## config.mk

```make
export PLATFORM = sky130hd
export DESIGN_NAME = shift_sequencer
export DESIGN_NICKNAME = d
export VERILOG_FILES = /design/src/rtl/shift_sequencer.sv
export SDC_FILE = /design/constraint.sdc
export NUM_CORES = 1
export LEC_CHECK = 0
export BUFFER_PORTS_ARGS = -buffer_cell sky130_fd_sc_hd__buf_2
export CORE_MARGIN = 8
export CORE_UTILIZATION = 25
export CTS_CLUSTER_SIZE = 16
export DETAILED_ROUTE_END_ITERATION = 8
export GPL_ROUTABILITY_DRIVEN = 0
export PLACE_DENSITY = 0.45
export SLEW_MARGIN = 20
export SYNTH_ARGS = -nofsm -noshare
export SYNTH_HDL_FRONTEND = slang
export SYNTH_SLANG_ARGS = --single-unit
```

## constraint.sdc

```tcl
create_clock -name clk -period 2.25 [get_ports clk]
set_input_delay 0.3375 -clock clk [delete_from_list [all_inputs] [get_ports clk]]
set_output_delay 0.3375 -clock clk [all_outputs]
set_load 0.05 [all_outputs]
```

## src/rtl/shift_sequencer.sv

```systemverilog
// Multi-cycle logical shifter: a request is accepted, then shifted by at most
// seven bit positions per cycle until the full distance is reached, and the
// result is held until the consumer takes it.
module shift_sequencer #(
  parameter int N = 15
) (
  input  logic         clk,
  input  logic         rst,
  input  logic         in_valid,
  output logic         in_ready,
  input  logic [N-1:0] in_data,
  input  logic [3:0]   in_amount,
  input  logic         in_dir,
  output logic         out_valid,
  input  logic         out_ready,
  output logic [N-1:0] out_data,
  output logic         out_carry,
  output logic         out_zero
);

  typedef enum logic [1:0] {
    IDLE  = 2'd0,
    SHIFT = 2'd1,
    DONE  = 2'd2
  } state_t;

  state_t         state;
  state_t         state_nxt;

  logic [N-1:0]   acc;
  logic [3:0]     remain;
  logic           dir;
  logic           carry;

  logic [2:0]     step;
  logic [3:0]     remain_nxt;
  logic [N-1:0]   shifted;
  logic           step_carry;

  // 3-bit-amount logical shifter with zero fill; right when dir is set.
  function automatic logic [N-1:0] shift3(input logic [N-1:0] d,
                                          input logic [2:0]   amt,
                                          input logic         right);
    if (right)
      return d >> amt;
    else
      return d << amt;
  endfunction

  // Last bit pushed out by shift3: bit N-amt (left) or bit amt-1 (right).
  // Shifting by amt-1 moves that bit to the edge where it can be picked up.
  function automatic logic shift3_out(input logic [N-1:0] d,
                                      input logic [2:0]   amt,
                                      input logic         right);
    logic [N-1:0] t;
    if (amt == 3'd0)
      return 1'b0;
    if (right) begin
      t = d >> (amt - 3'd1);
      return t[0];
    end
    t = d << (amt - 3'd1);
    return t[N-1];
  endfunction

  // Per-pass step size, remaining distance and shifter result.
  always_comb begin
    step       = (remain > 4'd7) ? 3'd7 : remain[2:0];
    remain_nxt = remain - {1'b0, step};
    shifted    = shift3(acc, step, dir);
    step_carry = shift3_out(acc, step, dir);
  end

  // Control state register.
  always_ff @(posedge clk) begin
    if (rst)
      state <= IDLE;
    else
      state <= state_nxt;
  end

  // Next-state and handshake decode.
  always_comb begin
    state_nxt = state;
    in_ready  = 1'b0;
    out_valid = 1'b0;
    case (state)
      IDLE: begin
        in_ready = 1'b1;
        if (in_valid)
          state_nxt = SHIFT;
      end
      SHIFT: begin
        if (remain_nxt == 4'd0)
          state_nxt = DONE;
      end
      DONE: begin
        out_valid = 1'b1;
        if (out_ready)
          state_nxt = IDLE;
      end
      default: state_nxt = IDLE;
    endcase
  end

  // Operand capture on acceptance and one shifter pass per SHIFT cycle.
  // Reset clears the datapath so a discarded request leaves no residue.
  always_ff @(posedge clk) begin
    if (rst) begin
      acc    <= '0;
      remain <= '0;
      dir    <= 1'b0;
      carry  <= 1'b0;
    end else begin
      case (state)
        IDLE: begin
          if (in_valid) begin
            acc    <= in_data;
            remain <= in_amount;
            dir    <= in_dir;
            carry  <= 1'b0;
          end
        end
        SHIFT: begin
          acc    <= shifted;
          remain <= remain_nxt;
          if (step != 3'd0)
            carry <= step_carry;
        end
        default: ;
      endcase
    end
  end

  assign out_data  = acc;
  assign out_carry = carry;
  assign out_zero  = (acc == '0);

endmodule
```

* Yosys cells after proc, flatten, opt, wreduce, memory -nomap -nowiden
Cells that the tools add are included.
** Cells by class
- $add $sub $neg :: 2
- $lt $le $gt $ge :: 1
- Equality and inequality tests :: 6
- Shift-type cells :: 4
- Mux-type cells :: 22
- Reduce and logical (&&, ||, !) cells :: 10
** Operators with widths (count)
- $mux 15 :: 2
- $pmux 15 s2 :: 1
- $shl 15x3->15 :: 2
- $logic_not 15->1 :: 1
- $shr 15x3->1 :: 1
- $shr 15x3->15 :: 1
- $mux 1 :: 11
- $ne 2x2->1 const B :: 4
- $pmux 4 s2 :: 1
- $mux 2 :: 3
- $pmux 2 s3 :: 1
- $reduce_and 3->1 :: 2
- $gt 4x3->1 const B :: 1
- $logic_not 4->1 :: 1
- $mux 4 :: 1
- $reduce_and 2->1 :: 2
- $sub 4x3->4 :: 1
- $logic_not 3->1 :: 1
- $mux 3 :: 1
- $reduce_bool 3->1 :: 1
- $sub 3x1->3 const B :: 1
- $eq 2x1->1 const B :: 1
- $eq 2x2->1 const B :: 1
- $logic_not 2->1 :: 1
- other kinds (2) :: 2
** Storage, ports and cells
- Register bits after elaboration :: 23
- Input port bits :: 24
- Output and inout port bits :: 19
- Word-level logic and storage cells :: 50

* Depth between registers and ports, before layout
- Depth after elaboration :: 9
- Mapped depth :: 12
- Gate-level depth less buffers :: 9

* Worst setup path before layout
OpenSTA, ideal clock, no wires.
- Kind :: reg-to-reg
- From :: register remain[3]
- To :: register carry, in the netlist out_carry
- Library setup time :: 122 ps
- Arrival :: 2131 ps
- Required time :: 2128 ps
- Slack :: -3 ps
- Stages on the path, launching flop included :: 13
- Buffers on the path :: 3
- Period minus slack after synthesis :: 2253 ps
- Cell sequence :: dfxtp_1 buf_2 or2_2 inv_1 buf_2 buf_2 ha_1 ha_1 nor2_1 a22o_1 a22oi_1 a31o_2 a31oi_1
** On the way
- Cells in the longest elaborated chain, start to end :: 9
- Elaborated cells on any way between the ends :: 15
- Those cells by class :: add/sub: 1; order compare: 1; eq/ne: 1; shift: 2; mux: 7; reduce/logical: 3
** Ends and longest elaborated chain
- start, declared :: RTL line 31 : logic [3:0] remain;
- start signal, assigned :: RTL line 119 : remain <= in_amount;
- start signal, assigned :: RTL line 126 : remain <= remain_nxt;
- $gt 4x3->1 (*) :: RTL line 68 : step = (remain > 4'd7) ? 3'd7 : remain[2:0];
- $mux 3 (*) :: RTL line 68
- $sub 3x1->3 :: RTL line 59, 62
- $shr 15x3->1 :: RTL line 59 : t = d >> (amt - 3'd1);
- $mux 1 :: RTL line 58 : if (right) begin
- $mux 1 :: RTL line 62 : t = d << (amt - 3'd1);
- $mux 1 :: RTL line 58
- $mux 1 :: RTL line 127 : if (step != 3'd0)
- $pmux 1 s2 :: RTL line 115 : case (state)
- end signal, assigned :: RTL line 128 : carry <= step_carry;
- end, declared :: RTL line 33 : logic carry;
Every way passes the cells marked *; elsewhere a longest branch is shown, timed or not. The select of a mux whose other input is x is not followed.
A chain may end at the register's enable or synchronous reset.

* Worst setup path after layout
Same ends and word-level chain as after synthesis.

==> metrics.yaml <==
outcome: "finished, final reports clean"
place_inst: 500
async_flop_share: 0
grt_start_max_net_pins: 26
leakage_nw: 1.18
clkTransAtPathRegs_ns: 0.10
dieArea_um2: 13200
fin_skew_ns: 0.0101
synth-seq-area-share: 0.188
synth_edf_count: 0
cts.htree.levels: 1
postCtsSetupRepairBufs: 0
io_buffers: 42
cp-end-kind: "flip-flop"
wl_per_cell_um: 21.7
root_buffer: "clkbuf_8"
hold_slack_ns: 0.293
cts_buffers: 3
synth.area.top_cells: "dfxtp_1, nand2_1, mux2i_1"
final_hold_viol_count: 0
cap_violations: 0
fin_crit_ns: 2.01
finalSetupTns_ns: 0
dp_hpwl_mm: 7.94
slowest_delay_ns: 0.37
layout-drive-gt1-share: 0.253
worstPathArrival_ns: 2.22
cts_max_path_buffers: 2
reg2reg_depth: 9
postSynthCellCount: 333
crit_path_end: "out_carry"
synth_nets: 360
grt_overflow: 0
num_vias: 2878
critical_path.cell_chain: "or2_1, clkinv_4, ha_1, ha_1, nor2_1, a22o_1, a22oi_1, a31o_2, a31oi_1"
grt_pass1_vias: 2902
grt_pass1_wl_mm: 17.1
period_share: 0.893
yosysUniqueCellTypes: 56
die_y_um: 115
via_per_inst: 5.71
initial_core_util: 0.255
cp.required_ns: 2.46
relSlewSlack: 0.543
start_kind: "flip-flop"
drt_pass1_iterations: 5
cp.depth: 9
yosysTopAreaCell: "dfxtp_1"
path_class: "reg -> reg"
hold_class: "in -> reg"
worstMarginPinSlew_ns: 0.683
p_per_area_nw_per_um2: 756
crit_path_top_delay_cell: "dfxtp_1"
critPathTopFamily: "compound AO/OA/AOI/OAI gates"
worstSetupStartpoint: "remain[3]"
ys_ff_latch: 23
synth_flop_cell: "dfxtp_1"
syn2layout_area_growth_pct: 18.9
rows: 36
ir_worst_vdd_uv: 301
avgSynthCellArea_um2: 7.37
clock_latency_ns: 0.28
layout_commonest_cell: "nand2_1"
cts_tree: "built"
rsz0062_at_grt: "false"
fin_cells: 504
stdcell_area_um2: 2920
hold_buffers: 0
nets: 399
critPathMostFrequentCell: "ha_1"
yosys_warnings: 0
drcViolationCount: 0
slew_viol_final: 0
diodes: 0
ff2ff_setup_slack_ns: 0.24
pin_count: 43
timing.rr.end: "out_carry"
core_area_um2: 9640
cp_num_buf_inv: 1
final_cell_mix: "nand2_1, buf_2, nor2_1"
clock-sinks: 23
setup_viol: 0
drtIter0Drc: 315
ant_nets: 0
fp.dieW_um: 115
antenna_found_initial: 0
max_freq_ghz: 0.498
p_total_mw: 2.20
synth_top_cell_area_share: 0.188
drt_wl_total_mm: 10.9
r2r-start: "remain[3]"
placedInstanceArea_um2: 2870
synth.cell_area_um2: 2450
path_max_fanout: 18
track_usage: 0.168
## timing repair
item                                   CTS  global route
endpoints found under the hold margin    0             0
resized for setup                        1             1
setup endpoints to repair                1             1
## cell families after synthesis
logic type                 share of synthesized area
DFF                                            0.188
and+or+nand+nor                                0.226
xor gates and xnor gates                     0.00357
buffers and inverters                         0.0964
adders and majority gates                     0.0153
AOI/OAI and AO/OA                              0.326
muxes                                          0.145
## cell usage after synthesis, types with 4 or more instances
master / instances
nor4_1: 4
mux2_2: 4
a211oi_1: 14
nand2_1: 45
a22oi_1: 8
clkbuf_1: 18
buf_2: 13
mux2i_1: 16
a21oi_1: 15
and2_1: 4
a311oi_1: 11
mux4_2: 6
nor2_1: 32
a32oi_1: 4
inv_1: 12
nand3_1: 6
nor3_1: 4
o22ai_1: 5
o21ai_0: 13
nor2b_1: 4
dfxtp_1: 23
a221oi_1: 5
nand2b_1: 5
a31oi_1: 10
## worst register-to-register path, delay by kind of cell, from the launching register on
kind | cells | cell delay [ns]
simple gates | 2 | 0.30
compound gates | 4 | 0.60
buf+inv | 1 | 0.17
flops | 1 | 0.37
fa+ha+maj | 2 | 0.52
## report_power, final
group | switching, mW | internal (mW) | total, mW
registers | 0.127 | 0.466 | 0.593
logic | 0.845 | 0.476 | 1.32
clock network | 0.164 | 0.127 | 0.291
total | 1.14 | 1.07 | 2.20
## state kept, by name (all words and copies together) (netlist names)
| name | count |
|---|---|
| out_data | 15 |
| remain | 4 |
| state | 2 |
| dir | 1 |
| out_carry | 1 |
## layout make-up
| class | instances | area [um^2] |
|---|---|---|
| multi-input combinational | 260 | 1760 |
| timing repair buffer | 71 | 428 |
| clock buffer | 4 | 45.0 |
| fill | 1105 | 6720 |
| tap | 133 | 166 |
| inverter | 13 | 53.8 |
| sequential | 23 | 460 |
## per-stage QoR
step,setup slack (ns),util
6_report,0.241,0.303
2_1_floorplan,0.0391,-
4_1_cts,0.154,0.303
5_1_grt,0.0487,0.303
3_5_place_dp,0.187,0.297
3_3_place_gp,0.210,0.297
## routing by layer
| metal | vias to the layer above | part of all wire | routed length, um | GRT usage |
|---|---|---|---|---|
| met5 | - | 0 | 0 | 0 |
| met1 | 1402 | 0.45 | 4950 | 0.225 |
| li1 | 1322 | - | - | - |
| met2 | 128 | 0.45 | 4900 | 0.265 |
| met3 | 26 | 0.064 | 694 | 0.0289 |
| met4 | 0 | 0.035 | 378 | 0.0587 |
## worst min path at each step
stage               cells after the start  startpoint         to
floorplan                               2      in_dir        dir
detailed placement                      2   out_carry  out_carry
finish                                  3      in_dir        dir
global route                            3      in_dir        dir
global placement                        2   out_carry  out_carry
CTS                                     3      in_dir        dir
(Power assumes the default switching activity.)
